`config.mk`:
```
export PLATFORM = sky130hd
export DESIGN_NAME = liteeth_sram_fifo_ctrl
export DESIGN_NICKNAME = d
export VERILOG_FILES = /design/src/rtl/liteeth_sram_fifo_ctrl.sv
export SDC_FILE = /design/constraint.sdc
export NUM_CORES = 1
export LEC_CHECK = 0
export CORE_ASPECT_RATIO = 1.25
export CORE_MARGIN = 1.5
export CORE_UTILIZATION = 47
export DETAILED_ROUTE_END_ITERATION = 8
export PLACE_DENSITY = 0.83
export SLEW_MARGIN = 20
export SYNTH_ARGS = -nofsm -noshare
export SYNTH_HDL_FRONTEND = slang
export SYNTH_SLANG_ARGS = --single-unit
```
`constraint.sdc`:
```
create_clock -name sys_clk -period 7.71 [get_ports sys_clk]
set_clock_uncertainty 0.05 [all_clocks]
set_input_delay 0.771 -clock sys_clk [delete_from_list [all_inputs] [get_ports sys_clk]]
set_output_delay 0.771 -clock sys_clk [all_outputs]
set_load 0.02 [all_outputs]
```
`src/rtl/liteeth_sram_fifo_ctrl.sv`:
```
// liteeth_sram_fifo_ctrl
// Stream FIFO controller around an external two-port SRAM. Port rw0 is used
// only for writes and port r0 only for reads. The SRAM has a fixed one-cycle
// read latency. A two-entry output buffer decouples that latency from the
// source handshake, so throughput stays at one word per cycle.
module liteeth_sram_fifo_ctrl #(
    parameter int BITS       = 32,
    parameter int WORD_DEPTH = 384,
    parameter int ADDR_WIDTH = 9
) (
    input  logic                  sys_clk,
    input  logic                  sys_rst,
    input  logic                  sink_valid,
    output logic                  sink_ready,
    input  logic [BITS-1:0]       sink_data,
    output logic                  source_valid,
    input  logic                  source_ready,
    output logic [BITS-1:0]       source_data,
    output logic [ADDR_WIDTH:0]   level,
    output logic                  mem_rw0_ce_in,
    output logic                  mem_rw0_we_in,
    output logic [ADDR_WIDTH-1:0] mem_rw0_addr_in,
    output logic [BITS-1:0]       mem_rw0_wd_in,
    output logic                  mem_r0_ce_in,
    output logic [ADDR_WIDTH-1:0] mem_r0_addr_in,
    input  logic [BITS-1:0]       mem_r0_rd_out
);

    localparam int CW = ADDR_WIDTH + 1;

    // Advance a pointer, wrapping at the (possibly non power-of-two) depth.
    function automatic logic [ADDR_WIDTH-1:0] ptr_inc(input logic [ADDR_WIDTH-1:0] p);
        if (p == ADDR_WIDTH'(WORD_DEPTH - 1)) begin
            ptr_inc = {ADDR_WIDTH{1'b0}};
        end else begin
            ptr_inc = p + ADDR_WIDTH'(1);
        end
    endfunction

    logic [ADDR_WIDTH-1:0] wr_ptr_r, rd_ptr_r;
    logic [CW-1:0]         sram_cnt_r, level_r;
    logic                  inflight_r;
    logic [1:0]            obuf_cnt_r;
    logic [BITS-1:0]       obuf0_r, obuf1_r;

    logic [CW-1:0]         total_s, sram_cnt_nxt_s, level_nxt_s;
    logic [2:0]            occ_s;
    logic                  push_s, pop_s, issue_s;
    logic [1:0]            obuf_cnt_nxt_s;
    logic [BITS-1:0]       obuf0_nxt_s, obuf1_nxt_s;

    assign total_s      = sram_cnt_r + CW'(inflight_r) + CW'(obuf_cnt_r);
    assign sink_ready   = !sys_rst && (total_s < CW'(WORD_DEPTH));
    assign source_valid = (obuf_cnt_r != 2'd0);
    assign source_data  = obuf0_r;
    assign level        = level_r;
    assign push_s       = sink_valid && sink_ready;
    assign pop_s        = !sys_rst && source_valid && source_ready;
    // Output-side occupancy after this cycle's pop; a read may only be issued
    // if the buffer is guaranteed a free slot when the data returns.
    assign occ_s        = {1'b0, obuf_cnt_r} + {2'b00, inflight_r} - {2'b00, pop_s};
    // sram_cnt only counts earlier writes, so a same-cycle write is never read.
    assign issue_s      = !sys_rst && (sram_cnt_r != {CW{1'b0}}) && (occ_s < 3'd2);

    assign mem_rw0_ce_in   = push_s;
    assign mem_rw0_we_in   = push_s;
    assign mem_rw0_addr_in = wr_ptr_r;
    assign mem_rw0_wd_in   = sink_data;
    assign mem_r0_ce_in    = issue_s;
    assign mem_r0_addr_in  = rd_ptr_r;

    // Next-state computation for counters and the two-entry output buffer.
    always_comb begin
        sram_cnt_nxt_s = sram_cnt_r + CW'(push_s) - CW'(issue_s);
        obuf_cnt_nxt_s = obuf_cnt_r;
        obuf0_nxt_s    = obuf0_r;
        obuf1_nxt_s    = obuf1_r;
        case ({inflight_r, pop_s})
            2'b10: begin
                obuf_cnt_nxt_s = obuf_cnt_r + 2'd1;
                if (obuf_cnt_r == 2'd0) begin
                    obuf0_nxt_s = mem_r0_rd_out;
                end else begin
                    obuf1_nxt_s = mem_r0_rd_out;
                end
            end
            2'b01: begin
                obuf_cnt_nxt_s = obuf_cnt_r - 2'd1;
                obuf0_nxt_s    = obuf1_r;
            end
            2'b11: begin
                if (obuf_cnt_r == 2'd1) begin
                    obuf0_nxt_s = mem_r0_rd_out;
                end else begin
                    obuf0_nxt_s = obuf1_r;
                    obuf1_nxt_s = mem_r0_rd_out;
                end
            end
            default: begin
                obuf_cnt_nxt_s = obuf_cnt_r;
            end
        endcase
        level_nxt_s = sram_cnt_nxt_s + CW'(issue_s) + CW'(obuf_cnt_nxt_s);
    end

    // State registers with synchronous reset; SRAM contents are left stale.
    always_ff @(posedge sys_clk) begin
        if (sys_rst) begin
            wr_ptr_r   <= {ADDR_WIDTH{1'b0}};
            rd_ptr_r   <= {ADDR_WIDTH{1'b0}};
            sram_cnt_r <= {CW{1'b0}};
            level_r    <= {CW{1'b0}};
            inflight_r <= 1'b0;
            obuf_cnt_r <= 2'd0;
            obuf0_r    <= {BITS{1'b0}};
            obuf1_r    <= {BITS{1'b0}};
        end else begin
            if (push_s) begin
                wr_ptr_r <= ptr_inc(wr_ptr_r);
            end
            if (issue_s) begin
                rd_ptr_r <= ptr_inc(rd_ptr_r);
            end
            sram_cnt_r <= sram_cnt_nxt_s;
            level_r    <= level_nxt_s;
            inflight_r <= issue_s;
            obuf_cnt_r <= obuf_cnt_nxt_s;
            obuf0_r    <= obuf0_nxt_s;
            obuf1_r    <= obuf1_nxt_s;
        end
    end

endmodule
```
==> results.yml, run 1 <==
pwr:
  vdd.ir_drop.worst_mv: 0.360
  leakage_power_of_the_design_uw: 0.00238
  clock_power_share_pct: 17.4
  powerDensity_nw_per_um2: 421
  power.switching_uw: 1080
  cell_internal_pwr_uw: 1580
  power.share.switching_pct: 40.6
  power.sequential.fraction_pct: 29.7
  proportion_of_power_drawn_by_combinational_gates_pct: 52.9
yosys:
  ys_warn_count: 0
  synth_edf_count: 0
  synth.most_common_cell: "dfxtp_1"
  netlist.top_cell.by_area: "dfxtp_1"
  synth_fp_nets: 713
  synth.area.top_cells: "dfxtp_1 (40%), ha_1 (7.7%), nand2_1 (5.8%)"
  postSynthRegisterBits: 105
  netlist-cell-type-count: 47
  synth_ff_type: "dfxtp_1"
  yosysSeqAreaShare_pct: 40.5
  share_of_flip_flops_with_an_asynchronous_set_or_reset_after_synthesis_pct: 0
  syn_inst: 609
  synth.avg_cell_area_um2: 8.52
  synth.top_cell.area_share_pct: 40.5
  synth.top_cells.by_count: "dfxtp_1 (105), nand2_1 (80), nor2_1 (76)"
  synthesis.area_um2: 5190
place:
  detailed_place_hpwl_um: 8080
  instance_count_after_placement_with_tap_cells_included: 779
  placed_cell_area_um2: 6030
  gp_congestion: 0.843
  placement.io_buffers: 100
flow_run:
  drv_cap: 0
global_route:
  globalRouteTotalUtil_pct: 19.3
  antenna_found_initial: 0
  grt_pass1_wl_um: 18500
  number_of_global_route_vias_before_repair: 4036
  grt_overflow: 0
  largest_net_degree_at_the_start_of_global_routing: 65
worst_hold_path:
  whs_endpoint: "obuf1_r[4]"
  hold_start: "obuf1_r[4]"
  hold_path.class: "reg2reg"
  worst_hold_path.num_cells: 2
timing:
  slew_headroom_pct: 27.5
  timing_hold_violations_final: 0
  setup_viol_count_final: 0
  final.setup.tns_ps: 0
  worst_slew_pin_slew_ps: 1090
  period_minus_slack_ps: 5790
  rsz0062_at_grt: "false"
  max_freq_mhz: 173
  timing_max_transition_violations_final: 0
  post-route-period-util_pct: 75.2
route:
  drt-pass1-iter-count: 4
  drt_iter0_markers: 171
  route.vias.total: 4300
  drtAntennaViolNets: 0
  drt_drc_violations_left: 0
  drt-wirelength-per-cell_um: 14.5
  route.final.wire_length_um: 11500
  post_drt_via_cell_ratio: 5.41
critical_path:
  worst-endpoint-arrival_ps: 6030
  cp_top_family: "simple AND/OR/NAND/NOR gates"
  critical_path.reg2reg.endpoint: "level[9]"
  worstSetupStartpointType: "input pin"
  critical_path.most_common_cell: "ha_1"
  r2r_start: "obuf_cnt_r[1]"
  cp.buffers_inverters: 3
  worstPathRequired_ps: 7950
  cp_slowest_stage_delay_ps: 790
  r2r_setup_slack_ps: 2070
  ff2ff_path_depth: 21
  path_class: "in2reg"
  critical-path-slowest-cell: "nor4b_2"
  crit_fanout: 51
  crit_chain: "buf_4 -> nor2_1 -> nand2_1 -> inv_1 -> ha_1 -> nand2b_1 -> fa_1 -> xor2_1 -> nor4b_2 -> ha_1 -> inv_1 -> ha_1 -> fa_1 -> a21oi_1 -> o221ai_2 -> xnor2_1 -> or4_4 -> nor4b_2 -> xnor3_1 -> nor2_1"
  critPathCaptureType: "flop"
floorplanning:
  site_row_count: 42
  chipHeight_um: 121
  die_area_um2: 11700
  die_width_um: 97
  start_util_pct: 48.7
  ioPinCount: 165
  core_area_um2: 10700
finish:
  fin_util_pct: 59.4
  num_antenna_cells: 0
  area_growth_pct: 22.0
  design.final.nets: 762
  drive_above_1_share_pct: 4.68
  multi_input_area_um2: 2640
  layout.cells.non_filler: 795
  fillers: 912
  seqCellArea_um2: 2100
  final_area_um2: 6330
clock_network:
  post_cts.repair.setup_buffers: 0
  cts_h_tree_depth: 3
  clock_latency_ps: 350
  clk_root_buffer_cell: "clkbuf_16"
  number_of_buffers_inserted_by_hold_repair_at_cts: 0
  clock_tree_from_tritoncts: "yes"
  cts_num_sinks: 105
  max-clock-path-buffers: 2
  clk_pin_slew_worst_paths_ps: 70
  cts-resized-gates: 0
  numCtsBuffers: 9
run_status:
  outcome: "complete, no violations"
[power by group through the flow]
stage	clock network [µW]	logic [µW]	registers, µW
after global placement	0	1350	798
after floorplan	0	897	906
after global routing	492	1550	812
after detailed placement	0	1400	806
final	464	1410	793
after CTS	472	1410	794
[layout make-up]
type,instances,share of cell area (%)
clock buffers,11,3.99
repair buffers,103,16.1
inverters,27,1.60
flip-flops and latches,105,33.2
multi-input cells,412,41.6
well taps,132,2.61
clock inverters,5,0.850
[stage by stage]
stage | power [µW] | setup slack, ps | hold WS [ps]
6_report | 2670 | 1920 | 405
3_5_place_dp | 2210 | 1540 | 396
3_3_place_gp | 2150 | 1720 | 391
2_1_floorplan | 1800 | 1660 | 386
5_1_grt | 2860 | 1590 | 427
4_1_cts | 2680 | 1900 | 405
[worst min-delay path, delay by kind of cell, from the launching register on]
kind,cells,cell delay (ps)
simple gates,1,50
flops,1,310
compound gates,1,50
[sequential cells by signal, summed over array words and instances (netlist names)]
signal / count
inflight_r: 1
level: 10
mem_r0_addr_in: 9
mem_rw0_addr_in: 9
obuf1_r: 32
obuf_cnt_r: 2
source_data: 32
sram_cnt_r: 10
[placed cells by master (no fill, tap or decap), types with 2 or more instances in the layout]
cell and n:
clkbuf_16 9, nor4b_1 3, inv_1 27, xnor2_1 14, o41ai_1 2, a22oi_1 32
nand2_1 80, a211oi_1 33, buf_4 4, or3_1 4, clkinv_2 3, dfxtp_1 105
fa_1 4, clkbuf_8 2, nand4_1 4, o211ai_1 2, nand3_1 8, nor2_1 75
a21o_1 3, o21bai_1 2, nor4b_2 2, ha_1 32, mux2i_1 6, nor3_1 6
or4_1 2, nor2b_1 8, a21oi_1 46, xor2_1 10, nor3b_1 3, clkdlybuf4s50_1 99
nor4_1 2, o21ai_0 11
[worst max-delay path by stage]
stage,cells past startpoint,to,slack (ps),start
6_report,20,level[9],1920,sys_rst
4_1_cts,20,level[9],1900,sys_rst
3_5_place_dp,20,level[9],1540,sys_rst
5_1_grt,20,level[9],1590,sys_rst
2_1_floorplan,21,level[9],1660,sys_rst
3_3_place_gp,20,level[9],1720,sys_rst
[layer usage]
| metal | wire (µm) | up-vias | global-route usage (%) |
|---|---|---|---|
| li1 | - | 2161 | - |
| met1 | 4770 | 1988 | 21.3 |
| met2 | 5890 | 136 | 34.6 |
| met3 | 694 | 15 | 5.43 |
| met4 | 161 | 0 | 8.15 |
| met5 | 0 | - | 0 |
[cells by family after synthesis]
logic type	Yosys count	synth area share, %
XOR/XNOR	25	4.48
flip-flops	105	40.5
AO/OA/AOI/OAI	139	17.5
adder cells (fa/ha/maj)	36	9.26
multiplexers	7	1.35
AND/OR/NAND/NOR	205	17.7
buffers and inverters	92	9.18
Power figures use the tool's default switching activity.
==> inputs of run 2 (changes only) <==
==> constraint.sdc (replaced) <==
create_clock -name sys_clk -period 5.9 [get_ports sys_clk]
set_clock_uncertainty 0.05 [all_clocks]
set_input_delay 0.59 -clock sys_clk [delete_from_list [all_inputs] [get_ports sys_clk]]
set_output_delay 0.59 -clock sys_clk [all_outputs]
set_load 0.02 [all_outputs]
==> results.yml, run 2 (synthesis gave the netlist of run 1 again) <==
clock_network:
  cts_h_tree_depth: 3
  cts-resized-gates: 0
  numCtsBuffers: 9
  clk_pin_slew_worst_paths_ps: 70
  clk_root_buffer_cell: "clkbuf_16"
  number_of_buffers_inserted_by_hold_repair_at_cts: 0
  max-clock-path-buffers: 2
  clock_latency_ps: 340
  cts_num_sinks: 105
  clock_tree_from_tritoncts: "yes"
  post_cts.repair.setup_buffers: 0
critical_path:
  crit_path_cell_count: 21
  path_class: "reg2reg"
  critical-path-slowest-cell: "or4_4"
  crit_chain: "inv_1 -> ha_1 -> nor2_1 -> nand2_1 -> inv_1 -> ha_1 -> nand2b_1 -> fa_1 -> xor2_1 -> nor4b_2 -> ha_1 -> inv_1 -> ha_1 -> fa_1 -> a21oi_1 -> o221ai_2 -> xnor2_1 -> or4_4 -> nor4b_2 -> xnor3_1 -> nor2_1"
  worst-endpoint-arrival_ps: 5280
  critPathCaptureType: "flop"
  critical_path.most_common_cell: "ha_1"
  crit_fanout: 5
  ff2ff_path_depth: 21
  cp_slowest_stage_delay_ps: 580
  cp_top_family: "adder cells"
  worstSetupStartpointType: "flop"
  worstPathRequired_ps: 6120
  cp.buffers_inverters: 3
timing:
  period_minus_slack_ps: 5060
  rsz0062_at_grt: "false"
  slew_headroom_pct: 31.6
  post-route-period-util_pct: 85.7
  final.setup.tns_ps: 0
  timing_hold_violations_final: 0
  setup_viol_count_final: 0
  worst_slew_pin_slew_ps: 1030
  timing_max_transition_violations_final: 0
  max_freq_mhz: 198
route:
  drt_drc_violations_left: 0
  route.vias.total: 4352
  route.final.wire_length_um: 11500
  drt-pass1-iter-count: 4
  drt-wirelength-per-cell_um: 14.4
  drtAntennaViolNets: 0
  post_drt_via_cell_ratio: 5.45
  drt_iter0_markers: 145
pwr:
  design_power_total_uw: 3510
  vdd.ir_drop.worst_mv: 0.446
  powerDensity_nw_per_um2: 553
  leakage_power_of_the_design_uw: 0.00239
floorplanning:
  chipHeight_um: 121
  site_row_count: 42
  die_area_um2: 11700
  start_util_pct: 48.7
  ioPinCount: 165
  core_area_um2: 10700
  die_width_um: 97
global_route:
  grt_overflow: 0
  antenna_found_initial: 0
  largest_net_degree_at_the_start_of_global_routing: 57
  grt_pass1_wl_um: 19100
  number_of_global_route_vias_before_repair: 4321
  globalRouteTotalUtil_pct: 19.7
finish:
  num_antenna_cells: 0
  drive_above_1_share_pct: 5.11
  mostFrequentLayoutCells: "dfxtp_1 (105), clkdlybuf4s50_1 (99), nand2_1 (80), nor2_1 (75), a21oi_1 (46)"
  design.final.nets: 765
  mostFrequentLayoutCell: "dfxtp_1"
  layout.cells.non_filler: 798
  area_growth_pct: 22.4
place:
  placement.io_buffers: 100
  detailed_place_hpwl_um: 8270
  instance_count_after_placement_with_tap_cells_included: 781
  gp_congestion: 0.913
worst_hold_path:
  worst_hold_path.num_cells: 2
  hold_path.class: "reg2reg"
run_status:
  outcome: "complete, no violations"
flow_run:
  drv_cap: 0
## run 2: changes by cell type in the layout (fill, tap and decap cells not counted)
cell	change
buf_4	+2
clkbuf_8	-1
clkbuf_1	+1
o21a_2	+1
clkinv_2	-2
inv_6	+2
o21a_1	-1
clkbuf_4	+1
## run 2: cell type report
cell class | instances | area, µm²
tap | 132 | 165
multi-input combinational | 412 | 2640
sequential | 105 | 2100
inverter | 27 | 101
clock buffer | 11 | 243
fill | 930 | 4310
timing repair buffer | 106 | 1040
clock inverter | 5 | 61.3
## run 2: worst register-to-register path, stage by stage, from the launching register on
cell	delay, ps
dfxtp_1	450
inv_1	90
ha_1	230
nor2_1	90
nand2_1	110
inv_1	120
ha_1	230
nand2b_1	150
fa_1	380
xor2_1	190
nor4b_2	280
ha_1	180
inv_1	40
ha_1	200
fa_1	410
a21oi_1	240
o221ai_2	160
xnor2_1	200
or4_4	580
nor4b_2	280
xnor3_1	240
nor2_1	100
## run 2: through the flow
| stage | hold slack, ps | setup slack (ps) | instance area [µm²] | utilization [%] |
|---|---|---|---|---|
| 3_3_place_gp | 391 | 756 | 6040 | 56.6 |
| 5_1_grt | 417 | 425 | 6350 | 59.6 |
| 6_report | 404 | 845 | 6350 | 59.6 |
| 2_1_floorplan | 386 | 26.5 | 5190 | - |
| 4_1_cts | 406 | 798 | 6340 | 59.5 |
| 3_5_place_dp | 396 | 625 | 6040 | 56.6 |
## run 2: routing by layer
| metal | vias to the layer above | part of all wire (%) | GRT usage (%) |
|---|---|---|---|
| met5 | - | 0 | 0 |
| met2 | 126 | 51 | 36.5 |
| li1 | 2162 | - | - |
| met4 | 0 | 2.1 | 8.24 |
| met3 | 25 | 5.4 | 4.91 |
| met1 | 2039 | 41 | 21.4 |
## run 2: path summary, 6_finish.rpt
path | from | end | slack, ps
max reg2reg | obuf_cnt_r[1] | level[9] | 840
min reg2reg | obuf1_r[29] | obuf1_r[29] | 400
min | obuf1_r[29] | obuf1_r[29] | 400
max | obuf_cnt_r[1] | level[9] | 840
## run 2: power by group
group,internal [µW],switching (µW)
clock network,344,262
registers,915,124
logic,817,1050
==> inputs of run 3 (changes only) <==
--- a/config.mk
+++ b/config.mk
@@ -6,7 +6,7 @@
 export NUM_CORES = 1
 export LEC_CHECK = 0
 export CORE_ASPECT_RATIO = 1.25
-export CORE_MARGIN = 1.5
+export CORE_MARGIN = 8
 export CORE_UTILIZATION = 47
 export DETAILED_ROUTE_END_ITERATION = 8
 export PLACE_DENSITY = 0.83
==> results.yml, run 3 (synthesis gave the netlist of run 1 again) <==
finish:
  mostFrequentLayoutCells: "dfxtp_1 (105), clkdlybuf4s50_1 (99), nand2_1 (80), nor2_1 (75), a21oi_1 (46)"
  mostFrequentLayoutCell: "dfxtp_1"
  design.final.nets: 765
  final_area_um2: 6370
  area_growth_pct: 22.6
  num_antenna_cells: 0
  fin_util_pct: 58.3
  drive_above_1_share_pct: 5.26
  fillers: 965
clock_network:
  clk_root_buffer_cell: "clkbuf_16"
  clk_pin_slew_worst_paths_ps: 70
  clock_latency_ps: 330
  cts_num_sinks: 105
  max-clock-path-buffers: 2
  cts-resized-gates: 0
  clock_tree_from_tritoncts: "yes"
  post_cts.repair.setup_buffers: 0
  number_of_buffers_inserted_by_hold_repair_at_cts: 0
  numCtsBuffers: 9
  cts_h_tree_depth: 3
timing:
  timing_hold_violations_final: 0
  period_minus_slack_ps: 5040
  worst_slew_pin_slew_ps: 1020
  rsz0062_at_grt: "false"
  max_freq_mhz: 198
  post-route-period-util_pct: 85.4
  final.setup.tns_ps: 0
  setup_viol_count_final: 0
  timing_max_transition_violations_final: 0
  layout_setup_ws_ps: 859
  slew_headroom_pct: 31.9
critical_path:
  worstSetupStartpointType: "flop"
  ff2ff_path_depth: 21
  cp_top_family: "adder cells"
  worst-endpoint-arrival_ps: 5260
  crit_chain: "inv_1 -> ha_1 -> nor2_1 -> nand2_1 -> inv_1 -> ha_1 -> nand2b_1 -> fa_1 -> xor2_1 -> nor4b_2 -> ha_1 -> inv_1 -> ha_1 -> fa_1 -> a21oi_1 -> o221ai_2 -> xnor2_1 -> or4_4 -> nor4b_2 -> xnor3_1 -> nor2_1"
  cp-endpoint: "level[9]"
  critical-path-slowest-cell: "or4_4"
  crit_fanout: 5
  path_class: "reg2reg"
  cp.buffers_inverters: 3
  critPathCaptureType: "flop"
  r2r_setup_slack_ps: 860
  worstPathRequired_ps: 6120
  cp_slowest_stage_delay_ps: 570
  crit_path_cell_count: 21
  critical_path.most_common_cell: "ha_1"
  critical_path.reg2reg.endpoint: "level[9]"
  crit_start: "obuf_cnt_r[1]"
  r2r_start: "obuf_cnt_r[1]"
route:
  drt-pass1-iter-count: 4
  drt-wirelength-per-cell_um: 14.8
  drt_drc_violations_left: 0
  drt_iter0_markers: 170
  drtAntennaViolNets: 0
  route.vias.total: 4356
  post_drt_via_cell_ratio: 5.44
  route.final.wire_length_um: 11900
global_route:
  grt_overflow: 0
  globalRouteTotalUtil_pct: 15.7
  number_of_global_route_vias_before_repair: 4199
  grt_pass1_wl_um: 19000
  largest_net_degree_at_the_start_of_global_routing: 70
  antenna_found_initial: 0
pwr:
  powerDensity_nw_per_um2: 550
  leakage_power_of_the_design_uw: 0.00240
  vdd.ir_drop.worst_mv: 0.432
worst_hold_path:
  worst_hold_path.num_cells: 2
  hold_path.class: "reg2reg"
floorplanning:
  start_util_pct: 47.5
  site_row_count: 43
  chipHeight_um: 134
  die_area_um2: 14700
  die_width_um: 110
  ioPinCount: 165
  core_area_um2: 10900
place:
  detailed_place_hpwl_um: 8790
  placed_cell_area_um2: 6040
  placement.io_buffers: 100
  pre_cts_ws_ps: 619
  gp_congestion: 0.861
flow_run:
  drv_cap: 0
run_status:
  outcome: "complete, no violations"
## run 3: cell types whose count changed in the layout (fill, tap and decap cells not counted), sizes merged
cell and delta:
inv +1, clkbuf -1, clkinvlp +1, clkinv -1
## run 3: how the worst min path moves through the flow
| stage | from | to | slack [ps] |
|---|---|---|---|
| 6_report | obuf1_r[16] | obuf1_r[16] | 410 |
| 5_1_grt | obuf1_r[22] | obuf1_r[22] | 430 |
| 4_1_cts | obuf1_r[2] | obuf1_r[2] | 410 |
| 3_5_place_dp | obuf1_r[16] | obuf1_r[16] | 400 |
| 3_3_place_gp | obuf1_r[28] | obuf1_r[28] | 390 |
| 2_1_floorplan | obuf1_r[0] | obuf1_r[0] | 390 |
## run 3: area by class of cell
class,count,area [µm²],area share [%]
clock buffers,10,239,3.75
clock inverters,6,73.8,1.16
inverters,27,101,1.59
multi-input cells,412,2640,41.4
flip-flops and latches,105,2100,33.0
well taps,135,169,2.65
repair buffers,106,1040,16.4
## run 3: worst min-delay path, cell delays in order, from the launching register on
cell,delay (ps)
dfxtp_1,310
nand2_1,50
a21oi_1,50
## run 3: metrics by stage
| stage | power [µW] | hold slack (ps) | instances |
|---|---|---|---|
| after floorplan | 2360 | 386 | 609 |
| after global placement | 2830 | 391 | 784 |
| after CTS | 3530 | 408 | 800 |
| after detailed placement | 2900 | 398 | 784 |
| after global routing | 3760 | 426 | 801 |
| final | 3500 | 406 | 801 |
## run 3: metal layers
layer / track usage [%] / part of all wire (%) / up-vias
met2: 28.4 / 53 / 123
li1: - / - / 2165
met3: 3.38 / 6.1 / 9
met1: 17.4 / 40 / 2059
met5: 0 / 0 / -
met4: 5.04 / 1.1 / 0
## run 3: power breakdown
part	internal, µW	leakage, µW	total [µW]	switching, µW
logic	808	0.00138	1850	1040
registers	915	0.000860	1040	124
clock network	347	0.000153	616	268
total	2070	0.00240	3500	1430
